File: src/rtl/dmem_arbiter.sv
// dmem_arbiter: round-robin arbiter and access sequencer for the single-port
// synchronous data RAM. Requester 0 is the processor load/store port and
// requester 1 is a secondary master (DMA / debug loader). One access is in
// flight at a time. RAM address, write data and write enable come from
// registers. Read data or a write ack is returned to the owner as a
// one-cycle pulse.
module dmem_arbiter #(
  parameter int AW = 8,
  parameter int DW = 16
) (
  input  logic          Clock,
  input  logic          Resetn,
  input  logic          req0_valid,
  input  logic          req0_we,
  input  logic [AW-1:0] req0_addr,
  input  logic [DW-1:0] req0_wdata,
  output logic          req0_ready,
  input  logic          req1_valid,
  input  logic          req1_we,
  input  logic [AW-1:0] req1_addr,
  input  logic [DW-1:0] req1_wdata,
  output logic          req1_ready,
  output logic          rsp0_valid,
  output logic          rsp1_valid,
  output logic [DW-1:0] rsp_rdata,
  output logic [AW-1:0] ram_addr,
  output logic [DW-1:0] ram_data,
  output logic          ram_wren,
  input  logic [DW-1:0] ram_q
);

  localparam logic [1:0] ST_IDLE   = 2'd0;
  localparam logic [1:0] ST_ACCESS = 2'd1;
  localparam logic [1:0] ST_READ   = 2'd2;
  localparam logic [1:0] ST_RESP   = 2'd3;

  logic [1:0]    state_q, state_d;
  logic          rr_ptr_q, rr_ptr_d;
  logic          owner_q, owner_d;
  logic          op_we_q, op_we_d;
  logic [AW-1:0] ram_addr_q, ram_addr_d;
  logic [DW-1:0] ram_data_q, ram_data_d;
  logic          ram_wren_q, ram_wren_d;
  logic [DW-1:0] rsp_rdata_q, rsp_rdata_d;

  logic grant_phase;
  logic grant0;
  logic grant1;
  logic accept;
  logic winner;

  // Grant decode: only in IDLE/RESP, never during reset; rr_ptr breaks ties.
  always_comb begin
    grant_phase = Resetn && ((state_q == ST_IDLE) || (state_q == ST_RESP));
    grant0      = grant_phase && req0_valid && (!req1_valid || !rr_ptr_q);
    grant1      = grant_phase && req1_valid && (!req0_valid ||  rr_ptr_q);
    accept      = grant0 || grant1;
    winner      = grant1;
  end

  // Sequencer next-state: load RAM lines on accept, then walk ACCESS -> (READ) -> RESP.
  always_comb begin
    state_d     = state_q;
    rr_ptr_d    = rr_ptr_q;
    owner_d     = owner_q;
    op_we_d     = op_we_q;
    ram_addr_d  = ram_addr_q;
    ram_data_d  = ram_data_q;
    ram_wren_d  = ram_wren_q;
    rsp_rdata_d = rsp_rdata_q;
    case (state_q)
      ST_IDLE, ST_RESP: begin
        if (accept) begin
          state_d    = ST_ACCESS;
          ram_addr_d = winner ? req1_addr  : req0_addr;
          ram_data_d = winner ? req1_wdata : req0_wdata;
          ram_wren_d = winner ? req1_we    : req0_we;
          op_we_d    = winner ? req1_we    : req0_we;
          owner_d    = winner;
          // The loser gets priority next time, bounding its wait to one access.
          rr_ptr_d   = ~winner;
        end else begin
          state_d = ST_IDLE;
        end
      end
      ST_ACCESS: begin
        // The RAM samples address/write at the end of this cycle.
        ram_wren_d = 1'b0;
        if (op_we_q) begin
          state_d     = ST_RESP;
          rsp_rdata_d = '0;
        end else begin
          state_d = ST_READ;
        end
      end
      ST_READ: begin
        rsp_rdata_d = ram_q;
        state_d     = ST_RESP;
      end
      default: state_d = ST_IDLE;
    endcase
  end

  // State registers; async reset drops any in-flight access and write enable at once.
  always_ff @(posedge Clock or negedge Resetn) begin
    if (!Resetn) begin
      state_q     <= ST_IDLE;
      rr_ptr_q    <= 1'b0;
      owner_q     <= 1'b0;
      op_we_q     <= 1'b0;
      ram_addr_q  <= '0;
      ram_data_q  <= '0;
      ram_wren_q  <= 1'b0;
      rsp_rdata_q <= '0;
    end else begin
      state_q     <= state_d;
      rr_ptr_q    <= rr_ptr_d;
      owner_q     <= owner_d;
      op_we_q     <= op_we_d;
      ram_addr_q  <= ram_addr_d;
      ram_data_q  <= ram_data_d;
      ram_wren_q  <= ram_wren_d;
      rsp_rdata_q <= rsp_rdata_d;
    end
  end

  assign req0_ready = grant0;
  assign req1_ready = grant1;
  assign rsp0_valid = (state_q == ST_RESP) && !owner_q;
  assign rsp1_valid = (state_q == ST_RESP) &&  owner_q;
  assign rsp_rdata  = rsp_rdata_q;
  assign ram_addr   = ram_addr_q;
  assign ram_data   = ram_data_q;
  assign ram_wren   = ram_wren_q;

endmodule
File: config.mk
export PLATFORM = sky130hd
export DESIGN_NAME = dmem_arbiter
export DESIGN_NICKNAME = d
export VERILOG_FILES = /design/src/rtl/dmem_arbiter.sv
export SDC_FILE = /design/constraint.sdc
export NUM_CORES = 1
export LEC_CHECK = 0
export BUFFER_PORTS_ARGS = -buffer_cell sky130_fd_sc_hd__buf_4
export CAP_MARGIN = 0
export CORE_MARGIN = 2
export CORE_UTILIZATION = 37
export DETAILED_ROUTE_END_ITERATION = 8
export GPL_TIMING_DRIVEN = 0
export PLACE_DENSITY = 0.77
export SYNTH_ARGS = -nofsm -noshare
export SYNTH_HDL_FRONTEND = slang
export SYNTH_SLANG_ARGS = --single-unit
export TNS_END_PERCENT = 10
File: constraint.sdc
create_clock -name Clock -period 3.45 [get_ports Clock]
set_clock_uncertainty 0.2 [all_clocks]
set_input_delay 0.1725 -clock Clock [delete_from_list [all_inputs] [get_ports Clock]]
set_output_delay 0.1725 -clock Clock [all_outputs]
set_load 0.01 [all_outputs]
==> results.sh <==
export IMPL_outcome="finished clean"
export IMPL_antenna_found_initial=0
export IMPL_diodes=0
export IMPL_tritoncts="built"
export IMPL_setup_tns_final_ps=0
export IMPL_wirelength_met1_mm=2.77
export IMPL_wl_per_cell_um=14.4
export IMPL_nets=470
export IMPL_place_congestion=0.792
export IMPL_drt_iter0_markers=94
export IMPL_hpwlAfterDp_mm=4.43
export IMPL_synth_most_common_cell="nand2_1"
export IMPL_drv_cap=0
export IMPL_ant_nets=0
export IMPL_ir_drop_mv=0.387
export IMPL_cts_max_level=2
export IMPL_yosys_area_top_type="dfrtp_1"
export IMPL_die_area_sq_mm=0.00662
export IMPL_rows=28
export IMPL_portBuffers=114
export IMPL_clock_sinks=46
export IMPL_routed_wl_mm=6.83
export IMPL_cp_data_arrival_time_ps=2760
export IMPL_insertion_delay_ps=290
export IMPL_p_leak_nw=1.93
export IMPL_synth_adder_area_share_pct=1.69
export IMPL_dp_worst_setup_slack_ps=1370
export IMPL_r2r_cells=9
export IMPL_ys_types=26
export IMPL_cts_clk_slew_worst_paths_ps=90
export IMPL_synth_common_cells="50 x nand2_1, 46 x dfrtp_1, 27 x nand3_1, 19 x o211ai_2, 16 x a22o_1"
export IMPL_holdCritStartpoint="req0_valid"
export IMPL_coreArea_sq_mm=0.00585
export IMPL_synth_area_per_cell_sq_um=10.7
export IMPL_die_width_um=81.4
export IMPL_drc=0
export IMPL_critical_path_max_fanout=50
export IMPL_n_fill_cell=465
export IMPL_p_per_area_mw_per_mm2=797
export IMPL_min_to="rr_ptr_q"
export IMPL_route_met3_wl_um=446
export IMPL_relSlewSlack_pct=59.2
export IMPL_worstReg2RegStart="state_q[0]"
export IMPL_synthMuxAreaShare_pct=0.452
export IMPL_synth_cells=208
export IMPL_synthFlopType="dfrtp_1"
export IMPL_grt_pass1_wl_mm=10.5
export IMPL_synth_top_family_by_area="compound AO/OA/AOI/OAI gates"
export IMPL_synth_edff_count=0
export IMPL_syn_nets=281
export IMPL_ios=115
export IMPL_ys_ff_latch=46
export IMPL_finalCriticalPeriod_ps=2780
export IMPL_grt_max_degree=51
export IMPL_hold_path_class="in2reg"
export IMPL_endpoint_kind="register"
export IMPL_worst_slack_ps=672
export IMPL_drive_gt1_share_pct=38.9
export IMPL_min_period_over_period_pct=80.5
export IMPL_async_reset_ff_share_pct=100
export IMPL_numCtsBuffers=5
export IMPL_synth_warnings=0
export IMPL_area_delta_synth_final_pct=77.6
export IMPL_slew_violations=0
export IMPL_worst_r2r_endpoint="ram_data[6]"
export IMPL_first_global_vias=2265
export IMPL_dr_pass1_iters=4
export IMPL_ff2ff_setup_slack_ps=860
export IMPL_required_ps=3430
export IMPL_grt_use_total_pct=20.5
export IMPL_cts_root_buf="clkbuf_8"
export IMPL_synth_compound_area_share_pct=22.0
export IMPL_synth_xor_area_share_pct=0
export IMPL_routed_top_layer="met4"
export IMPL_met2_length_mm=3.58
export IMPL_vias_per_cell=4.87
export IMPL_synth_top_area_share_pct=51.9
export IMPL_synth_seq_area_share_pct=51.9
export IMPL_netlist_top_cells_area="dfrtp_1 52%, o211ai_2 11%, nand2_1 8.5%"
export IMPL_finalSetupViolations=0
export IMPL_grt_setup_unrepaired="false"
export IMPL_max_freq_mhz=360
export IMPL_critical_path_class="in2reg"
export IMPL_overflow=0
export IMPL_num_vias=2303
export IMPL_die_h_um=81.4
export IMPL_initial_core_util_pct=37.9
export IMPL_start_kind="input pin"
export IMPL_synth_simple_gate_area_share_pct=17.8
export IMPL_clockBufferDepth=2
export IMPL_synth_area_sq_mm=0.00222
export IMPL_hold_viol_final=0
export IMPL_tightest_slew_ps=612
export IMPL_min_path_cells=3
## critical path, cell delays in order
cell and delay (ps):
dlygate4sd3_1 530, buf_4 500, and3_1 270, buf_6 140, and2_4 150, buf_8 130, buf_8 160, o211ai_2 90
dlygate4sd3_1 560
## per-stage QoR
step	util (%)	power (mW)	hold slack, ps	cell area [sq um]	instances
3_5_place_dp	54.1	2.48	27.4	3170	397
6_report	67.3	3.14	10.1	3940	473
2_1_floorplan	-	1.82	-323	2220	208
3_3_place_gp	54.1	2.43	23.5	3170	397
5_1_grt	67.3	3.37	44.2	3940	473
4_1_cts	67.3	3.14	3.14	3940	473
## report_power, final
group / internal [mW] / leakage (nW) / switching [mW]
Sequential: 0.808 / 0.564 / 0.155
Combinational: 1.02 / 1.32 / 0.826
Clock: 0.142 / 0.0441 / 0.183
Total: 1.97 / 1.93 / 1.16
## flip-flops by register name (all words and copies together) (netlist names)
name / flops
ram_wren: 1
ram_addr: 8
state_q: 2
rsp_rdata: 16
op_we_q: 1
owner_q: 1
rr_ptr_q: 1
ram_data: 16
## final cells by class
cell class	count	area, sq um	share of cell area, %
Clock buffer	5	68.8	1.75
Clock inverter	3	21.3	0.540
Buffer	17	120	3.05
Tap cell	75	93.8	2.38
Sequential cell	46	1150	29.2
Inverter	4	15.0	0.381
Multi-Input combinational cell	141	930	23.6
Timing Repair Buffer	182	1540	39.0
## per-layer routing
metal	up-vias	global-route usage [%]
met5	-	0
met4	0	5.59
met3	4	3.78
met2	74	38.4
met1	1112	23.7
li1	1113	-
## cell families after synthesis
kind of cell	after synthesis
flops	46
fa+ha+maj	3
simple gates	88
mux	1
buf+inv	21
compound gates	49
## how the worst max path moves through the flow
stage | from | endpoint | slack (ps) | cells past startpoint
floorplan | state_q[0] | owner_q | 1510 | 8
detailed placement | state_q[0] | req1_ready | 1370 | 8
global route | Resetn | ram_data[13] | 450 | 7
CTS | Resetn | ram_data[6] | 640 | 9
finish | Resetn | ram_data[6] | 670 | 9
global placement | Resetn | req1_ready | 1400 | 7
## repair_timing
| item | 4_1_cts | 5_1_grt |
|---|---|---|
| setup buffers | 0 | 0 |
| gates resized for setup | 0 | 0 |
| hold buffers | 68 | 0 |
| endpoints found under the hold margin | 88 | 0 |
## cell usage in the layout (no fill, tap or decap)
master / instances
a21oi_1: 2
a22o_1: 16
and2_1: 2
and2_4: 1
and3_1: 1
buf_12: 1
buf_2: 8
buf_4: 114
buf_6: 1
buf_8: 2
clkbuf_1: 5
clkbuf_8: 5
clkinv_2: 1
clkinv_4: 1
clkinvlp_4: 1
dfrtp_1: 46
dlygate4sd3_1: 68
ha_1: 3
inv_1: 4
mux2i_1: 1
nand2_1: 50
nand2b_1: 3
nand3_1: 27
nand3b_1: 1
nand4_1: 1
nor2b_1: 2
o211a_1: 1
o211ai_1: 8
o211ai_2: 19
o21ai_0: 1
o21ai_1: 1
o21bai_4: 1
No activity file was read; power rests on OpenSTA's default activity.
